File: config.mk
export PLATFORM = sky130hd
export DESIGN_NAME = reset_release_sequencer
export DESIGN_NICKNAME = d
export VERILOG_FILES = /design/src/rtl/reset_release_sequencer.sv
export SDC_FILE = /design/constraint.sdc
export NUM_CORES = 1
export LEC_CHECK = 0
export CELL_PAD_IN_SITES_DETAIL_PLACEMENT = 0
export CELL_PAD_IN_SITES_GLOBAL_PLACEMENT = 2
export CORE_MARGIN = 2
export CORE_UTILIZATION = 34
export CTS_BUF_LIST = sky130_fd_sc_hd__clkbuf_2 sky130_fd_sc_hd__clkbuf_4 sky130_fd_sc_hd__clkbuf_8
export DETAILED_ROUTE_END_ITERATION = 10
export GPL_ROUTABILITY_DRIVEN = 0
export GPL_TIMING_DRIVEN = 0
export PLACE_DENSITY = 0.81
export SLEW_MARGIN = 0
export SYNTH_ARGS = -nofsm -noshare
export SYNTH_HDL_FRONTEND = slang
export SYNTH_SLANG_ARGS = --single-unit
export TNS_END_PERCENT = 100
File: constraint.sdc
create_clock -name clk -period 2.13 [get_ports clk]
set_input_delay 0.426 -clock clk [delete_from_list [all_inputs] [get_ports clk]]
set_output_delay 0.426 -clock clk [all_outputs]
set_load 0.005 [all_outputs]
File: src/rtl/reset_release_sequencer.sv
`timescale 1ns/1ps
// reset_release_sequencer: releases NUM_OUTPUTS reset domains strictly in
// index order, STAGE_DELAY clocks apart, after a POR-driven async reset.
// Build option RESET_SEQ_ACK_EN: when defined, each release waits for
// stage_ack[idx] (bounded by ACK_TIMEOUT) and seq_error/error_stage are
// live; when undefined, acks are ignored and the error outputs stay 0.
// Ports:
//   clk          single clock for all logic
//   reset        async active-high reset from the power-on reset block
//   reset_req    sync level-high soft reset; re-asserts all domains
//   stage_ack    per-domain release acknowledge, synchronous to clk
//   reset_out    per-domain active-high reset, registered
//   seq_done     every domain released and acked (or timed out)
//   seq_error    sticky: at least one stage timed out
//   error_stage  index of the first stage that timed out
module reset_release_sequencer #(
    parameter int NUM_OUTPUTS = 4,
    parameter int STAGE_DELAY = 16,
    parameter int ACK_TIMEOUT = 255,
    localparam int IDX_W = (NUM_OUTPUTS > 1) ? $clog2(NUM_OUTPUTS) : 1
) (
    input  logic                   clk,
    input  logic                   reset,
    input  logic                   reset_req,
    input  logic [NUM_OUTPUTS-1:0] stage_ack,
    output logic [NUM_OUTPUTS-1:0] reset_out,
    output logic                   seq_done,
    output logic                   seq_error,
    output logic [IDX_W-1:0]       error_stage
);

    localparam int CNT_TOP =
        (STAGE_DELAY > ACK_TIMEOUT) ? STAGE_DELAY : ACK_TIMEOUT;
    localparam int CNT_W = $clog2(CNT_TOP + 1);

    localparam logic [CNT_W-1:0] CNT_SAT  = CNT_W'(CNT_TOP);
    localparam logic [CNT_W-1:0] DLY_LAST = CNT_W'(STAGE_DELAY - 1);
    localparam logic [IDX_W-1:0] IDX_LAST = IDX_W'(NUM_OUTPUTS - 1);
`ifdef RESET_SEQ_ACK_EN
    localparam logic [CNT_W-1:0] TMO_LAST = CNT_W'(ACK_TIMEOUT - 1);
`endif

    localparam logic [1:0] S_HOLD     = 2'd0;
    localparam logic [1:0] S_DELAY    = 2'd1;
`ifdef RESET_SEQ_ACK_EN
    localparam logic [1:0] S_WAIT_ACK = 2'd2;
`endif
    localparam logic [1:0] S_DONE     = 2'd3;

    logic [1:0]             state_q, state_d;
    logic [IDX_W-1:0]       idx_q, idx_d;
    logic [CNT_W-1:0]       cnt_q, cnt_d;
    logic [CNT_W-1:0]       cnt_inc;
    logic [NUM_OUTPUTS-1:0] rst_out_q, rst_out_d;
    logic                   done_q, done_d;
    logic                   err_q, err_d;
    logic [IDX_W-1:0]       err_stg_q, err_stg_d;

    // Release request for this edge and the stage it applies to.
    logic                   rel;
    logic [IDX_W-1:0]       rel_idx;

`ifdef RESET_SEQ_ACK_EN
    logic ack_cur;
    assign ack_cur = stage_ack[idx_q];
`else
    logic ack_unused;
    assign ack_unused = ^stage_ack;
`endif

    // The counter never wraps; it parks at its terminal value.
    assign cnt_inc = (cnt_q == CNT_SAT) ? cnt_q : cnt_q + CNT_W'(1);

    always_comb begin
        state_d   = state_q;
        idx_d     = idx_q;
        cnt_d     = cnt_q;
        rst_out_d = rst_out_q;
        done_d    = done_q;
        err_d     = err_q;
        err_stg_d = err_stg_q;
        rel       = 1'b0;
        rel_idx   = idx_q;
        if (reset_req) begin
            // Soft reset overrides any release due on this edge.
            state_d   = S_HOLD;
            idx_d     = '0;
            cnt_d     = '0;
            rst_out_d = '1;
            done_d    = 1'b0;
            err_d     = 1'b0;
            err_stg_d = '0;
        end else begin
            unique case (state_q)
                S_HOLD: begin
                    if (cnt_q == DLY_LAST) begin
                        rel     = 1'b1;
                        rel_idx = '0;
                    end else begin
                        cnt_d = cnt_inc;
                    end
                end
                S_DELAY: begin
                    if (cnt_q == DLY_LAST) begin
                        rel     = 1'b1;
                        rel_idx = idx_q + IDX_W'(1);
                    end else begin
                        cnt_d = cnt_inc;
                    end
                end
`ifdef RESET_SEQ_ACK_EN
                S_WAIT_ACK: begin
                    if (ack_cur || (cnt_q == TMO_LAST)) begin
                        // A timeout advances exactly like an ack.
                        if (!ack_cur) begin
                            err_d = 1'b1;
                            if (!err_q) begin
                                err_stg_d = idx_q;
                            end
                        end
                        if (idx_q == IDX_LAST) begin
                            state_d = S_DONE;
                            done_d  = 1'b1;
                        end else begin
                            state_d = S_DELAY;
                            cnt_d   = '0;
                        end
                    end else begin
                        cnt_d = cnt_inc;
                    end
                end
`endif
                S_DONE: begin
                    state_d = S_DONE;
                end
                default: begin
                    state_d = S_HOLD;
                end
            endcase
            if (rel) begin
                rst_out_d[rel_idx] = 1'b0;
                idx_d              = rel_idx;
                cnt_d              = '0;
`ifdef RESET_SEQ_ACK_EN
                state_d            = S_WAIT_ACK;
`else
                if (rel_idx == IDX_LAST) begin
                    state_d = S_DONE;
                    done_d  = 1'b1;
                end else begin
                    state_d = S_DELAY;
                end
`endif
            end
        end
    end

    always_ff @(posedge clk or posedge reset) begin
        if (reset) begin
            state_q   <= S_HOLD;
            idx_q     <= '0;
            cnt_q     <= '0;
            rst_out_q <= '1;
            done_q    <= 1'b0;
            err_q     <= 1'b0;
            err_stg_q <= '0;
        end else begin
            state_q   <= state_d;
            idx_q     <= idx_d;
            cnt_q     <= cnt_d;
            rst_out_q <= rst_out_d;
            done_q    <= done_d;
            err_q     <= err_d;
            err_stg_q <= err_stg_d;
        end
    end

    assign reset_out   = rst_out_q;
    assign seq_done    = done_q;
    assign seq_error   = err_q;
    assign error_stage = err_stg_q;

    // Released domains always form a contiguous run from bit 0.
    logic [NUM_OUTPUTS-1:0] rel_mask;
    logic [NUM_OUTPUTS-1:0] rel_mask_inc;
    assign rel_mask     = ~rst_out_q;
    assign rel_mask_inc = rel_mask + NUM_OUTPUTS'(1);

    a_order: assert property (@(posedge clk) disable iff (reset)
        (rel_mask & rel_mask_inc) == '0);

    a_done: assert property (@(posedge clk) disable iff (reset)
        done_q |-> (rst_out_q == '0));

endmodule
==> results of run 1 <==
## kinds of logic (layout without fill, tap and decap cells)
kind of cell | after synthesis | in the layout | synth area share, %
mux | 4 | 4 | 4.27
flops | 17 | 17 | 44.5
other cells | 1 | 3 | 0.388
simple gates | 36 | 36 | 20.2
fa+ha+maj | 2 | 2 | 2.59
compound gates | 28 | 28 | 18.9
xor+xnor | 1 | 1 | 0.906
buf+inv | 14 | 24 | 8.28
## per-layer routing
layer	routed length, µm	vias to the layer above	global-route usage, %
li1	-	397	-
met1	1140	376	21.7
met2	982	9	21.8
met3	52	2	4.76
met4	15	0	1.99
met5	0	-	0
## cells in the mapped netlist, types with 2 or more instances
library cell   n
buf_4          3
nand3_1        3
a21oi_1        8
o211ai_1       2
a31oi_1        3
o21ai_0        6
buf_6          2
and3_1         2
dfrtp_1       13
nor2b_1        2
nor4_1         3
inv_1          5
nand4b_1       2
mux2i_1        3
nand2_1       10
clkbuf_1       3
ha_1           2
dfstp_2        4
nor2_1         7
## state kept, by name, summed over array words and instances (netlist names)
register / cells
cnt_q: 8
idx_q: 2
reset_out: 4
seq_done: 1
state_q: 2
## layout make-up
class	instances	area (µm²)	area share [%]
inverters	5	18.8	1.67
flip-flops and latches	17	430	38.4
clock buffers	4	30.0	2.68
multi-input cells	74	482	43.0
plain buffers	9	61.3	5.47
well taps	31	38.8	3.46
repair buffers	6	60.1	5.36
## worst paths after layout
| kind | from | to | slack [ps] | cells past startpoint |
|---|---|---|---|---|
| worst max-delay path | cnt_q[0] | seq_done | 240 | 7 |
| worst min-delay path | reset_out[1] | reset_out[1] | 510 | 2 |
| worst max register to register | cnt_q[0] | seq_done | 240 | 7 |
| worst min register to register | reset_out[1] | reset_out[1] | 510 | 2 |
| max in group asynchronous | reset | cnt_q[7] | 1170 | 2 |
| min in group asynchronous | reset | seq_done | 530 | 2 |
## timing repair
item	CTS	global route
hold endpoints to repair	0	0
gates resized for setup	0	3
setup endpoints to repair	0	7
## power by group through the flow
stage,sequential (mW),clock (mW),combinational [mW]
after floorplan,0.337,0,0.0274
after global placement,0.338,0,0.0362
after detailed placement,0.338,0,0.0367
after CTS,0.332,0.201,0.0368
after global routing,0.333,0.217,0.0415
final,0.333,0.191,0.0363
## per-stage QoR
stage	util [%]	setup WS (ps)	power, mW	instances
finish	41.0	238	0.560	146
global route	41.0	42.5	0.592	146
global placement	39.3	45.5	0.374	142
floorplan	-	326	0.364	105
detailed placement	39.3	29.4	0.375	142
CTS	40.4	6.42	0.570	146
## critical path: cells and delay by family (launching register included)
family / cells / cell delay (ps)
compound gates: 1 / 230
fa+ha+maj: 2 / 570
flops: 1 / 420
simple gates: 4 / 610
==> qor.yml, run 1 <==
outcome:
  outcome: "completed"
finish:
  areaGrowthSynthToFinish_pct: 15.9
  antennaDiodeCount: 0
  final_area_mm2: 0.00112
  drive_gt1_share_pct: 15.7
  final_cell_mix: "dfrtp_1 (13), nand2_1 (10), a21oi_1 (8)"
  nFillCells: 293
  fin_nets: 125
  layout_commonest_cell: "dfrtp_1"
timing:
  drv_slew: 0
  rsz0062_at_grt: "no"
  tns_ps: 0
  setup_viol_count_final: 0
  holdWs_ps: 510
  finClkSkew_ps: 4.00
  min_period_ps: 1890
  slew_headroom_pct: 54.5
  fin_crit_sh_pct: 88.8
  final-hold-violation-count: 0
  worst_pin_slew_ps: 682
  fmax_ghz: 0.529
synth:
  synth_area_leaders: "dfrtp_1 (34%), dfstp_2 (11%), a21oi_1 (4.1%)"
  ys_warn_count: 0
  synth-seq-cells: 17
  synthFlopType: "dfrtp_1"
  syn_area_um2: 967
  ys_async_sr_fraction_pct: 100
  syn_area_per_cell_um2: 9.39
  synth-edff-count: 0
  yosysSeqAreaShare_pct: 44.5
  syn_inst: 103
  yosys.cell_types.count: 39
  synth_top_area_share_pct: 33.6
  synth_area_leader_cell: "dfrtp_1"
cts:
  cts_made_buffers: 3
  clkLatencyLatePin_ps: 290
  cts_setup_buffers: 0
  htree_num_levels: 1
  clkSlewWorstSetupHoldPaths_ps: 100
  cts_hold_buf: 0
  clockBufferDepth: 2
  root_buffer: "clkbuf_4"
  cts_sinks: 17
  cts_tree: "built"
worst_setup_path:
  cp_common_cell: "nand2_1"
  critPathKind: "reg -> reg"
  cp_data_arrival_time_ps: 2110
  crit_chain: "ha_2 -> and3_1 -> nand2_1 -> ha_1 -> nand2_1 -> nand4b_1 -> o2bb2ai_1"
  critPathMaxStageDelay_ps: 420
  cp_data_required_time_ps: 2340
  startpoint_type: "flip-flop"
  slowest_stage: "dfrtp_1"
  end_kind: "flip-flop"
  cp_max_fo: 7
power:
  cellPowerDensity_mw_per_mm2: 500
  p_sw_share_pct: 23.9
  p_int_mw: 0.426
  peakVddDrop_v: 0.000493
  p_clk_share_pct: 34.1
  power_frac_comb_pct: 6.5
  power.share.sequential_pct: 59.4
  p_leak_nw: 0.476
  switchingPower_mw: 0.134
hold_path:
  hold_class: "reg -> reg"
grt:
  grt_pass1_vias: 732
  antenna_found_initial: 0
  grt-ovfl-total: 0
  grt_max_degree: 18
  grt_first_pass_wirelength_mm: 3.73
  grtUsageTotal_pct: 14.8
floorplan:
  core_mm2: 0.00273
  start_util_pct: 35.4
  die_x_um: 57.3
  dieArea_mm2: 0.00329
  core.rowCount: 19
  boundaryPins: 15
  dieHeight_um: 57.3
placement:
  place_area_mm2: 0.00107
  portBuffers: 6
  hpwlAfterDp_mm: 1.59
drt:
  wire_per_inst_um: 15.0
  drcViolationCount: 0
  drt_pass1_iterations: 4
  via_per_inst: 5.37
  drt-initial-drc-count: 43
  vias: 784
  antenna_left: 0
  wirelength_mm: 2.19
flow_run:
  maxCapViolCount: 0
(Power assumes the default switching activity.)
==> inputs of run 2 (changes only) <==
Settings changed: ABC_AREA from default to 0, CORE_MARGIN 2 to 5.
==> run 2 against run 1 <==
  * Worst hold slack got worse by 3.1 ps
  * Final area shrank 1.2%
  * Worst setup slack worse by 14 ps
  * Sequential cell count unchanged
  * Die area grew 22%
  * Global-route usage down 3.5 points
  * Fmax is 0.74% lower
  * Clock skew decreased by 1.2 ps
  * Wire length shrank 5.3%
  * Final cell count unchanged
  * Sequential share of layout area up 0.48 points
  * Sequential power about the same
  * Critical endpoint is now state_q[1]
  * Largest cell class unchanged
==> qor.yml, run 2 (synthesis gave the netlist of run 1 again) <==
outcome:
  outcome: "completed"  # unchanged
flow_run:
  maxCapViolCount: 0  # unchanged
hold_path:
  hold_class: "reg -> reg"  # unchanged
  min_path_cells: 2  # unchanged
cts:
  clkSlewWorstSetupHoldPaths_ps: 110  # was 100 ps
  root_buffer: "clkbuf_4"  # unchanged
  cts_hold_buf: 0  # unchanged
  htree_num_levels: 1  # unchanged
  cts_made_buffers: 3  # unchanged
  clkLatencyLatePin_ps: 300  # was 290 ps
  cts_sinks: 17  # unchanged
  cts_tree: "built"  # unchanged
  clockBufferDepth: 2  # unchanged
drt:
  drt_pass1_iterations: 4  # unchanged
  vias: 766  # was 784
  wirelength_mm: 2.08  # was 2.19 mm
  drcViolationCount: 0  # unchanged
  wire_per_inst_um: 14.2  # was 15.0 µm
  via_per_inst: 5.25  # was 5.37
  antenna_left: 0  # unchanged
  drt-initial-drc-count: 30  # was 43
power:
  peakVddDrop_v: 0.000338  # was 0.000493 V
  power_frac_comb_pct: 6.6  # was 6.5%
  power.share.sequential_pct: 60.4  # was 59.4%
  switchingPower_mw: 0.140  # was 0.134 mW
  p_clk_share_pct: 33.1  # was 34.1%
  cellPowerDensity_mw_per_mm2: 497  # was 500 mW/mm²
  p_int_mw: 0.410  # was 0.426 mW
  p_leak_nw: 0.472  # was 0.476 nW
  p_sw_share_pct: 25.4  # was 23.9%
finish:
  top_register: "cnt_q"  # unchanged
  largest_reg_flops: 8  # unchanged
  areaGrowthSynthToFinish_pct: 14.5  # was 15.9%
  seqCellArea_um2: 430  # unchanged
  fin_nets: 125  # unchanged
  antennaDiodeCount: 0  # unchanged
  final_cell_mix: "dfrtp_1 (13), nand2_1 (10), a21oi_1 (8)"  # unchanged
  postLayoutCoreUtil_pct: 40.5  # was 41.0%
  layoutNonFillerInstCount: 146  # unchanged
  layout_commonest_cell: "dfrtp_1"  # unchanged
  nFillCells: 273  # was 293
  multi_input_area_um2: 470  # was 482 µm²
  final_area_mm2: 0.00111  # was 0.00112 mm²
  drive_gt1_share_pct: 14.8  # was 15.7%
grt:
  grt-ovfl-total: 0  # unchanged
  grtUsageTotal_pct: 11.3  # was 14.8%
  grt_first_pass_wirelength_mm: 3.64  # was 3.73 mm
  grt_max_degree: 18  # unchanged
  grt_pass1_vias: 770  # was 732
  antenna_found_initial: 0  # unchanged
placement:
  place_area_mm2: 0.00107  # unchanged
  place_worst_setup_slack_ps: 83.2  # was 29.4 ps
  place_inst: 142  # unchanged
  portBuffers: 6  # unchanged
  hpwlAfterDp_mm: 1.55  # was 1.59 mm
floorplan:
  boundaryPins: 15  # unchanged
  start_util_pct: 35.4  # unchanged
  dieArea_mm2: 0.00401  # was 0.00329 mm²
  core.rowCount: 19  # unchanged
  die_x_um: 63.3  # was 57.3 µm
  core_mm2: 0.00273  # unchanged
  dieHeight_um: 63.3  # was 57.3 µm
timing:
  final-hold-violation-count: 0  # unchanged
  worst_slack_ps: 224  # was 238 ps
  setup_viol_count_final: 0  # unchanged
  rsz0062_at_grt: "no"  # unchanged
  fmax_ghz: 0.525  # was 0.529 GHz
  fin_crit_sh_pct: 89.5  # was 88.8%
  min_period_ps: 1910  # was 1890 ps
  finClkSkew_ps: 2.82  # was 4.00 ps
  worst_pin_slew_ps: 684  # was 682 ps
  slew_headroom_pct: 54.3  # was 54.5%
  tns_ps: 0  # unchanged
  drv_slew: 0  # unchanged
worst_setup_path:
  critPathKind: "reg -> reg"  # unchanged
  cp_data_required_time_ps: 2350  # was 2340 ps
  end_kind: "flip-flop"  # unchanged
  startpoint_type: "flip-flop"  # unchanged
  reg2regPathDepth: 7  # unchanged
  cp_data_arrival_time_ps: 2130  # was 2110 ps
  cp_max_fo: 9  # was 7
==> run 2: cell count changes in the layout (fill, tap and decap cells not counted) <==
cell	previous run	this run
clkbuf_4	4	3
clkinv_2	0	1
nor4_4	1	0
ha_2	1	0
nor4_2	0	1
ha_1	1	2
==> run 2: final timing paths <==
check                           slack [ps]          from           end
worst min register to register         510  reset_out[0]  reset_out[0]
worst max register to register         220      cnt_q[4]    state_q[1]
worst min-delay path                   510  reset_out[0]  reset_out[0]
worst max-delay path                   220      cnt_q[4]    state_q[1]
min in group asynchronous              520         reset      cnt_q[3]
max in group asynchronous             1180         reset      idx_q[0]
==> run 2: repair_timing <==
item | CTS | global route
buffers inserted | 0 | 0
endpoints found under the setup margin | 0 | 4
gates resized for setup | 0 | 1
==> run 2: cell type report <==
type,instances,share of cell area [%]
inverter,5,1.69
clock inverter,1,0.452
multi-input combinational,74,42.5
clock buffer,3,2.03
buffer,9,5.54
timing repair buffer,6,5.42
tap,31,3.50
sequential,17,38.9
==> run 2: worst max-delay path, stage by stage, from the launching register on <==
cell,delay (ps)
dfrtp_1,390
buf_6,130
nor4_2,410
nand2_1,100
ha_1,300
nand2_1,90
nand4b_1,190
o21ai_0,230
==> run 2: power groups by stage <==
stage | Clock, mW | Sequential, mW | Combinational [mW]
floorplan | 0 | 0.337 | 0.0274
global placement | 0 | 0.338 | 0.0357
detailed placement | 0 | 0.338 | 0.0368
CTS | 0.185 | 0.332 | 0.0370
global route | 0.204 | 0.333 | 0.0429
finish | 0.182 | 0.332 | 0.0361
==> run 2: routing by layer <==
metal | wire length [µm] | share of wire, % | vias up | track usage, %
met4 | 23 | 1.1 | 0 | 3.90
li1 | - | - | 395 | -
met1 | 1020 | 49 | 360 | 15.2
met3 | 51 | 2.5 | 4 | 2.13
met5 | 0 | 0 | - | 0
met2 | 979 | 47 | 7 | 17.9
==> run 2: stage by stage <==
stage               hold WS (ps)  power [mW]
floorplan                    349       0.364
global route                 535       0.580
finish                       507       0.550
detailed placement           495       0.375
global placement             480       0.374
CTS                          514       0.555
==> inputs of run 3 (changes only) <==
Settings changed: MAX_ROUTING_LAYER from default to met4.
==> run 3 against run 2 <==
  * Critical path depth did not move
  * Global-route usage rose by 0.27 points
  * Sequential share of layout area did not move
  * Via count rose by 0.13%
  * Combinational power barely moved
  * Sequential power barely moved
  * Clock-buffer cell count did not move
  * Clock power barely moved
  * Die area did not move
  * Worst setup slack improved by 2.0 ps
  * Worst hold slack did not move
==> qor.yml, run 3 (synthesis gave the netlist of run 1 again) <==
outcome:
  outcome: "completed"  # unchanged
drt:
  wirelength_mm: 2.07  # was 2.08 mm
  drt-initial-drc-count: 23  # was 30
  drcViolationCount: 0  # unchanged
  antenna_left: 0  # unchanged
  vias: 767  # was 766
  via_per_inst: 5.25  # about the same
  wire_per_inst_um: 14.2  # about the same
  drt_pass1_iterations: 4  # unchanged
cts:
  htree_num_levels: 1  # unchanged
  clkLatencyLatePin_ps: 300  # about the same
  cts_sinks: 17  # unchanged
  cts_tree: "built"  # unchanged
  cts_made_buffers: 3  # unchanged
  root_buffer: "clkbuf_4"  # unchanged
  clockBufferDepth: 2  # unchanged
  cts_hold_buf: 0  # unchanged
  clkSlewWorstSetupHoldPaths_ps: 110  # about the same
timing:
  final-hold-violation-count: 0  # unchanged
  rsz0062_at_grt: "no"  # unchanged
  tns_ps: 0  # unchanged
  finClkSkew_ps: 1.61  # was 2.82 ps
  drv_slew: 0  # unchanged
  worst_slack_ps: 226  # was 224 ps
  min_period_ps: 1900  # was 1910 ps
  slew_headroom_pct: 54.5  # was 54.3%
  setup_viol_count_final: 0  # unchanged
  fmax_ghz: 0.525  # about the same
  worst_pin_slew_ps: 682  # was 684 ps
  fin_crit_sh_pct: 89.4  # was 89.5%
grt:
  antenna_found_initial: 0  # unchanged
  grt_pass1_vias: 771  # was 770
  grt_max_degree: 18  # unchanged
  grt_first_pass_wirelength_mm: 3.64  # unchanged
  grtUsageTotal_pct: 11.5  # was 11.3%
  grt-ovfl-total: 0  # unchanged
placement:
  hpwlAfterDp_mm: 1.55  # unchanged
  portBuffers: 6  # unchanged
  place_worst_setup_slack_ps: 83.2  # unchanged
hold_path:
  hold_class: "reg -> reg"  # unchanged
  min_path_cells: 2  # unchanged
worst_setup_path:
  critPathKind: "reg -> reg"  # unchanged
  end_kind: "flip-flop"  # unchanged
  cp_max_fo: 9  # unchanged
  cp_data_arrival_time_ps: 2120  # was 2130 ps
  startpoint_type: "flip-flop"  # unchanged
  reg2regPathDepth: 7  # unchanged
  cp_data_required_time_ps: 2350  # about the same
flow_run:
  maxCapViolCount: 0  # unchanged
floorplan:
  dieHeight_um: 63.3  # unchanged
  die_x_um: 63.3  # unchanged
  boundaryPins: 15  # unchanged
  core.rowCount: 19  # unchanged
  dieArea_mm2: 0.00401  # unchanged
  start_util_pct: 35.4  # unchanged
  core_mm2: 0.00273  # unchanged
power:
  p_leak_nw: 0.472  # unchanged
  cellPowerDensity_mw_per_mm2: 496  # was 497 mW/mm²
  peakVddDrop_v: 0.000338  # about the same
  power.total_mw: 0.549  # was 0.550 mW
finish:
  postLayoutCoreUtil_pct: 40.5  # unchanged
  fin_nets: 125  # unchanged
  largest_reg_flops: 8  # unchanged
  top_register: "cnt_q"  # unchanged
  antennaDiodeCount: 0  # unchanged
  layout_commonest_cell: "dfrtp_1"  # unchanged
  areaGrowthSynthToFinish_pct: 14.5  # unchanged
  drive_gt1_share_pct: 14.8  # unchanged
  final_cell_mix: "dfrtp_1 (13), nand2_1 (10), a21oi_1 (8)"  # unchanged
==> run 3: cell counts in the layout (fill, tap and decap cells not counted) <==
No cell type changed its count.
==> run 3: through the flow <==
step                cell area, µm²  instances  hold slack [ps]
floorplan                      975        105              349
global placement              1070        142              480
detailed placement            1070        142              495
CTS                           1100        146              514
global route                  1110        146              535
finish                        1110        146              507
==> run 3: worst max-delay path, stage by stage (launching register included) <==
cell and delay (ps):
dfrtp_1 390, buf_6 130, nor4_2 410, nand2_1 100, ha_1 300, nand2_1 90
nand4b_1 190, o21ai_0 230
==> run 3: what timing repair did <==
item                                    4_1_cts  5_1_grt
hold endpoints to repair                      0        0
setup buffers                                 0        0
resized for setup                             0        1
endpoints found under the setup margin        0        4
==> run 3: area by class of cell <==
| class | instances | area, µm² |
|---|---|---|
| Clock inverter | 1 | 5.00 |
| Buffer | 9 | 61.3 |
| Timing Repair Buffer | 6 | 60.1 |
| Inverter | 5 | 18.8 |
| Tap cell | 31 | 38.8 |
| Sequential cell | 17 | 430 |
| Clock buffer | 3 | 22.5 |
| Fill cell | 273 | 1630 |
| Multi-Input combinational cell | 74 | 470 |
==> run 3: worst paths after layout <==
path                                   start           end  slack, ps
worst max register to register      cnt_q[4]    state_q[1]        230
worst min-delay path            reset_out[0]  reset_out[0]        510
worst min register to register  reset_out[0]  reset_out[0]        510
min in group asynchronous              reset      cnt_q[3]        520
max in group asynchronous              reset      idx_q[0]       1180
worst max-delay path                cnt_q[4]    state_q[1]        230
==> run 3: layer usage <==
layer | share of wire [%] | global-route usage, %
met1 | 50 | 15.1
met2 | 47 | 17.9
met3 | 1.8 | 2.13
met4 | 1.1 | 3.90
met5 | 0 | -
==> run 3: where the power goes <==
part | internal, mW | switching [mW] | leakage (nW)
registers | 0.328 | 0.00482 | 0.221
logic | 0.0129 | 0.0232 | 0.233
clock network | 0.0700 | 0.111 | 0.0177
total | 0.410 | 0.139 | 0.472
